`config.mk`:
```
export PLATFORM = sky130hd
export DESIGN_NAME = multicycle_sequencer
export DESIGN_NICKNAME = d
export VERILOG_FILES = /design/src/rtl/multicycle_sequencer_pkg.sv /design/src/rtl/multicycle_sequencer_mem_wait_watchdog.sv /design/src/rtl/multicycle_sequencer.sv
export SDC_FILE = /design/constraint.sdc
export NUM_CORES = 1
export LEC_CHECK = 0
export BUFFER_PORTS_ARGS = -buffer_cell sky130_fd_sc_hd__buf_2
export CELL_PAD_IN_SITES_DETAIL_PLACEMENT = 2
export CELL_PAD_IN_SITES_GLOBAL_PLACEMENT = 2
export CORE_MARGIN = 2
export CORE_UTILIZATION = 36
export CTS_BUF_LIST = sky130_fd_sc_hd__clkbuf_4
export CTS_CLUSTER_DIAMETER = 100
export DETAILED_ROUTE_END_ITERATION = 16
export GPL_ROUTABILITY_DRIVEN = 0
export PLACE_DENSITY_LB_ADDON = 0.1
export RECOVER_POWER = 100
export SYNTH_ARGS = -nofsm -noshare
export SYNTH_HDL_FRONTEND = slang
export SYNTH_SLANG_ARGS = --single-unit
```
`constraint.sdc`:
```
create_clock -name clk -period 4.92 [get_ports clk]
set_input_delay 0.246 -clock clk [delete_from_list [all_inputs] [get_ports clk]]
set_output_delay 0.246 -clock clk [all_outputs]
set_load 0.03 [all_outputs]
```
`src/rtl/multicycle_sequencer_pkg.sv`:
```
// Shared types for the multi-cycle sequencer: state encoding, PC-select codes
// and the decoded-flag bundle captured in DECODE.
package multicycle_sequencer_pkg;

    typedef enum logic [2:0] {
        ST_IDLE   = 3'd0,
        ST_FETCH  = 3'd1,
        ST_DECODE = 3'd2,
        ST_EXEC   = 3'd3,
        ST_MEM    = 3'd4,
        ST_WB     = 3'd5,
        ST_HALT   = 3'd6,
        ST_ERR    = 3'd7
    } state_t;

    localparam logic [1:0] PC_INC = 2'b00;
    localparam logic [1:0] PC_IMM = 2'b01;
    localparam logic [1:0] PC_ALU = 2'b10;

    typedef struct packed {
        logic lw;
        logic sw;
        logic jump;
        logic jalr;
        logic branch;
        logic no_wb;
    } dec_flags_t;

    // JALR wins over everything; JAL and taken branches use PC+imm.
    function automatic logic [1:0] pc_sel_of(input dec_flags_t f, input logic taken);
        if (f.jalr) begin
            return PC_ALU;
        end else if (f.jump || (f.branch && taken)) begin
            return PC_IMM;
        end
        return PC_INC;
    endfunction

endpackage

```
`src/rtl/multicycle_sequencer_mem_wait_watchdog.sv`:
```
// Wait-state counter shared by FETCH and MEM. Counts cycles spent waiting for
// a memory ready; flags a timeout when the count has reached the limit and the
// memory is still not ready.
module multicycle_sequencer_mem_wait_watchdog #(
    parameter int MEM_TIMEOUT = 255
) (
    input  logic clk,
    input  logic rst_n,
    input  logic clr,
    input  logic inc,
    output logic timeout
);

    localparam int CW = $clog2(MEM_TIMEOUT + 1);
    localparam logic [CW-1:0] LIMIT = CW'(MEM_TIMEOUT);

    logic [CW-1:0] cnt_q;
    logic [CW-1:0] cnt_d;

    assign timeout = inc && (cnt_q == LIMIT);

    // Next count: clear on state change, else advance while waiting (never past the limit).
    always_comb begin
        cnt_d = cnt_q;
        if (clr) begin
            cnt_d = '0;
        end else if (inc && (cnt_q != LIMIT)) begin
            cnt_d = cnt_q + 1'b1;
        end
    end

    // Counter register.
    always_ff @(posedge clk) begin
        if (!rst_n) begin
            cnt_q <= '0;
        end else begin
            cnt_q <= cnt_d;
        end
    end

endmodule

```
`src/rtl/multicycle_sequencer.sv`:
```
// Multi-cycle control sequencer: FETCH/DECODE/EXEC/MEM/WB with run/halt
// control, a memory wait watchdog and a retired-instruction counter.
module multicycle_sequencer
    import multicycle_sequencer_pkg::*;
#(
    parameter int MEM_TIMEOUT = 255,
    parameter int CNT_W       = 32
) (
    input  logic             clk,
    input  logic             rst_n,
    input  logic             run,
    input  logic             halt_req,
    input  logic             imem_ready,
    input  logic             dmem_ready,
    input  logic             dec_lw,
    input  logic             dec_sw,
    input  logic             dec_jump,
    input  logic             dec_jalr,
    input  logic             dec_branch,
    input  logic             dec_no_wb,
    input  logic             br_taken,
    output logic             imem_req,
    output logic             ir_we,
    output logic             dmem_req,
    output logic             dmem_we,
    output logic             rf_we,
    output logic             pc_we,
    output logic [1:0]       pc_sel,
    output logic             busy,
    output logic             halted,
    output logic             err,
    output logic [2:0]       state_o,
    output logic [CNT_W-1:0] instret
);

    state_t           state_q, state_d;
    dec_flags_t       flags_q, flags_d;
    logic             taken_q, taken_d;
    logic             halt_pend_q, halt_pend_d;
    logic [CNT_W-1:0] instret_q, instret_d;

    logic wd_inc;
    logic wd_clr;
    logic wd_timeout;

    // Waiting means sitting in a memory state with no ready this cycle.
    assign wd_inc = ((state_q == ST_FETCH) && !imem_ready) ||
                    ((state_q == ST_MEM)   && !dmem_ready);
    assign wd_clr = (state_d != state_q);

    multicycle_sequencer_mem_wait_watchdog #(
        .MEM_TIMEOUT (MEM_TIMEOUT)
    ) u_wd (
        .clk     (clk),
        .rst_n   (rst_n),
        .clr     (wd_clr),
        .inc     (wd_inc),
        .timeout (wd_timeout)
    );

    assign busy    = (state_q != ST_IDLE) && (state_q != ST_HALT) && (state_q != ST_ERR);
    assign halted  = (state_q == ST_HALT);
    assign err     = (state_q == ST_ERR);
    assign state_o = state_q;
    assign instret = instret_q;

    // Next-state, flag capture and strobe generation.
    always_comb begin
        state_d     = state_q;
        flags_d     = flags_q;
        taken_d     = taken_q;
        halt_pend_d = halt_pend_q | halt_req;
        instret_d   = instret_q;
        imem_req    = 1'b0;
        ir_we       = 1'b0;
        dmem_req    = 1'b0;
        dmem_we     = 1'b0;
        rf_we       = 1'b0;
        pc_we       = 1'b0;
        pc_sel      = PC_INC;

        case (state_q)
            ST_IDLE: begin
                if (run) state_d = ST_FETCH;
            end
            ST_FETCH: begin
                imem_req = 1'b1;
                if (imem_ready) begin
                    ir_we   = 1'b1;
                    state_d = ST_DECODE;
                end else if (wd_timeout) begin
                    state_d = ST_ERR;
                end
            end
            ST_DECODE: begin
                flags_d = '{lw: dec_lw, sw: dec_sw, jump: dec_jump,
                            jalr: dec_jalr, branch: dec_branch, no_wb: dec_no_wb};
                state_d = ST_EXEC;
            end
            ST_EXEC: begin
                taken_d = br_taken;
                state_d = (flags_q.lw || flags_q.sw) ? ST_MEM : ST_WB;
            end
            ST_MEM: begin
                dmem_req = 1'b1;
                dmem_we  = flags_q.sw;
                if (dmem_ready) begin
                    state_d = ST_WB;
                end else if (wd_timeout) begin
                    state_d = ST_ERR;
                end
            end
            ST_WB: begin
                pc_we     = 1'b1;
                rf_we     = !flags_q.no_wb && !flags_q.sw;
                pc_sel    = pc_sel_of(flags_q, taken_q);
                instret_d = instret_q + {{(CNT_W-1){1'b0}}, 1'b1};
                if (halt_pend_q || halt_req) begin
                    state_d     = ST_HALT;
                    halt_pend_d = 1'b0;
                end else begin
                    state_d = ST_FETCH;
                end
            end
            ST_HALT: begin
                if (run) state_d = ST_FETCH;
            end
            default: begin
                state_d = ST_ERR;
            end
        endcase

        // Reset takes effect on the coming edge; keep the reset cycle strobe-free.
        if (!rst_n) begin
            imem_req = 1'b0;
            ir_we    = 1'b0;
            dmem_req = 1'b0;
            dmem_we  = 1'b0;
            rf_we    = 1'b0;
            pc_we    = 1'b0;
            pc_sel   = PC_INC;
        end
    end

    // State and latched-context registers.
    always_ff @(posedge clk) begin
        if (!rst_n) begin
            state_q     <= ST_IDLE;
            flags_q     <= '0;
            taken_q     <= 1'b0;
            halt_pend_q <= 1'b0;
            instret_q   <= '0;
        end else begin
            state_q     <= state_d;
            flags_q     <= flags_d;
            taken_q     <= taken_d;
            halt_pend_q <= halt_pend_d;
            instret_q   <= instret_d;
        end
    end

endmodule

```
==> metrics.txt <==
most area-hungry cell type in the Yosys netlist=dfxtp_1; floorplan row count=30; Filler cells=837; reg2reg path depth=5; post-cts gate resize count=0; GRT Residual Overflow=0; final hold violation count=0; # setup viols final=0; ys async rst share=0%; commonest cells after routing, fill and taps aside=nor2_1 (53), dfxtp_1 (51), clkbuf_1 (46); syn_nets=299; worst-path fanout max=19; Post-synth EDFFs=0; Pwr per Cell Area=259 mW/mm2; Setup crit start kind=flip-flop; final wirelength=6450 um; via/cell ratio=5.11; headroom to the max-slew limit=-34.3%; synth top area cells=dfxtp_1 (39%), xor2_1 (7.8%), nor2_1 (7.7%); WHS Path Cells=3; DRT Pass-1 Iters=2; type of the most critical hold path=in -> reg; Clk Latency, worst-skew pair=380 ps; top achievable clock speed=297 MHz; r2r endpoint=instret[17]; H-tree depth=2; Initial Util=37.7%; clk sinks=51; Crit path arrival time=3680 ps; root buf cell=clkbuf_4; failing checks=max-capacitance violations, max-slew violations; Synth Instances=284; Hold Path End=flags_q[0]; IO Count=59; first-pass GRT wire length=10900 um; final slew viol count=13; CP Launch Point=state_o[2]; leakage=0.968 nW; clk buf depth=2; die width=88.9 um; run status=finished with violations; top cell type's share of synthesized area=39.4%; DRT iter0 DRCs=47; # port buffers=58; Mapped Area=0.00259 mm2; Layout Area Growth over Synthesis=10.9%; vias in the first global route=2217; wire per inst=14.8 um; critical path type=reg -> reg; max-cap violation count=1; CTS clk-pin slew, worst paths=160 ps; RSZ-0062 raised after global routing=false; CTS tree=yes; cts hold-fix bufs=0; core area=0.00687 mm2; kind of end point of the critical path=flip-flop; HPWL after detailed placement=4670 um; antenna cells=0; crit share post-route=68.5%; GRT Overall Usage=17.4%; r2r startpoint=state_o[2]; Die ar.=0.00790 mm2; r2r setup slk=1550 ps; synthesized area per cell=9.13 um2; antenna viol nets, final=0; detailed-route via count=2221; Worst Path Required=5230 ps; layout cells sized above 1=10.3%; postcts setup bufs=0; fin area=0.00287 mm2; # DRC=0; largest net degree at the start of global routing=24; worst-case clock skew=10.5 ps; Synth Register Bits=51; Final min period=3370 ps; Slew @ Worst Pin=2000 ps; antenna violations before repair=0; placed cell areas=0.00294 mm2; post-synthesis sequential area ratio=39.4%; CTS buffer count=5; warning count from the yosys run=0; Core Util, Final=41.8%; Peak VDD IR=82.1 uV; Worst Slack Setup Final=1550 ps; TNS Setup=0 ps; HP Start=dec_no_wb; DIE HEIGHT=88.9 um; Layout Nets=353; count of distinct cell types in the synthesized netlist=45; Post-synth top flop=dfxtp_1; Setup Slack @ Placement=2570 ps; commonest non-fill, non-tap cell in the layout=nor2_1
## worst max path at each step
stage	end	depth (start not counted)	slack, ps
4_1_cts	pc_sel[0]	5	2260
6_report	instret[17]	5	1550
3_3_place_gp	instret[31]	5	2670
5_1_grt	instret[17]	5	1060
2_1_floorplan	ir_we	4	2690
3_5_place_dp	instret[30]	5	2570
## cells by family (layout without fill, tap and decap cells)
family,after synthesis,after routing,synth area share [%]
DFF,51,51,39.4
muxes,10,10,4.05
buffers and inverters,19,74,3.96
xor gates and xnor gates,38,38,13.6
and+or+nand+nor,145,145,32.7
adders and majority gates,2,2,0.965
AOI/OAI and AO/OA,19,19,5.40
## final cells by class
class	count	area, um2	area share, %
Multi-Input combinational cell	214	1390	48.2
Sequential cell	51	1020	35.5
Timing Repair Buffer	60	248	8.62
Tap cell	96	120	4.18
Clock inverter	3	38.8	1.35
Clock buffer	5	37.5	1.31
Inverter	6	22.5	0.784
## worst max-delay path, stage by stage (launching register included)
cell and delay, ps:
dfxtp_1 770, nand4b_1 310, nor4_1 1610, nand3_1 280, xor2_1 250, nor2_1 90
## per-stage QoR
step / hold slack (ps) / power [W] / cells
2_1_floorplan: 368 / 0.000499 / 284
3_3_place_gp: 475 / 0.000519 / 427
3_5_place_dp: 496 / 0.000520 / 427
4_1_cts: 91.9 / 0.000764 / 435
5_1_grt: 110 / 0.000780 / 435
6_report: 98.8 / 0.000745 / 435
## sequential cells by signal, summed over array words and instances (netlist names)
name / flops
state_o: 3
taken_q: 1
halt_pend_q: 1
u_wd.cnt_q: 8
instret: 32
flags_q: 6
## metal layers
layer | global-route usage [%] | share of wire (%)
met1 | 23.7 | 49
met2 | 28.3 | 47
met3 | 3.17 | 3.4
met4 | 4.96 | 1.1
met5 | 0 | 0
## report_power, final
group / leakage, nW / internal, W / total [W] / switching, W
logic: 0.514 / 0.0000235 / 0.0000725 / 0.0000490
registers: 0.412 / 0.000418 / 0.000428 / 0.00000984
clock network: 0.0426 / 0.000105 / 0.000245 / 0.000140
## Yosys cell counts (3+ instances only)
cell type,n
nand2_1,14
xnor2_1,14
nand2b_1,4
nand3_1,13
and3_1,7
nor3_2,10
a21oi_1,5
nor3_1,5
buf_6,3
mux2i_1,9
xor2_1,23
and4_1,3
o21ai_0,4
nor2_1,53
inv_1,5
nand4_1,14
buf_2,4
clkbuf_1,5
nor3b_1,3
and2_1,6
dfxtp_1,51
Note: power is estimated with default switching activity, not from simulation.
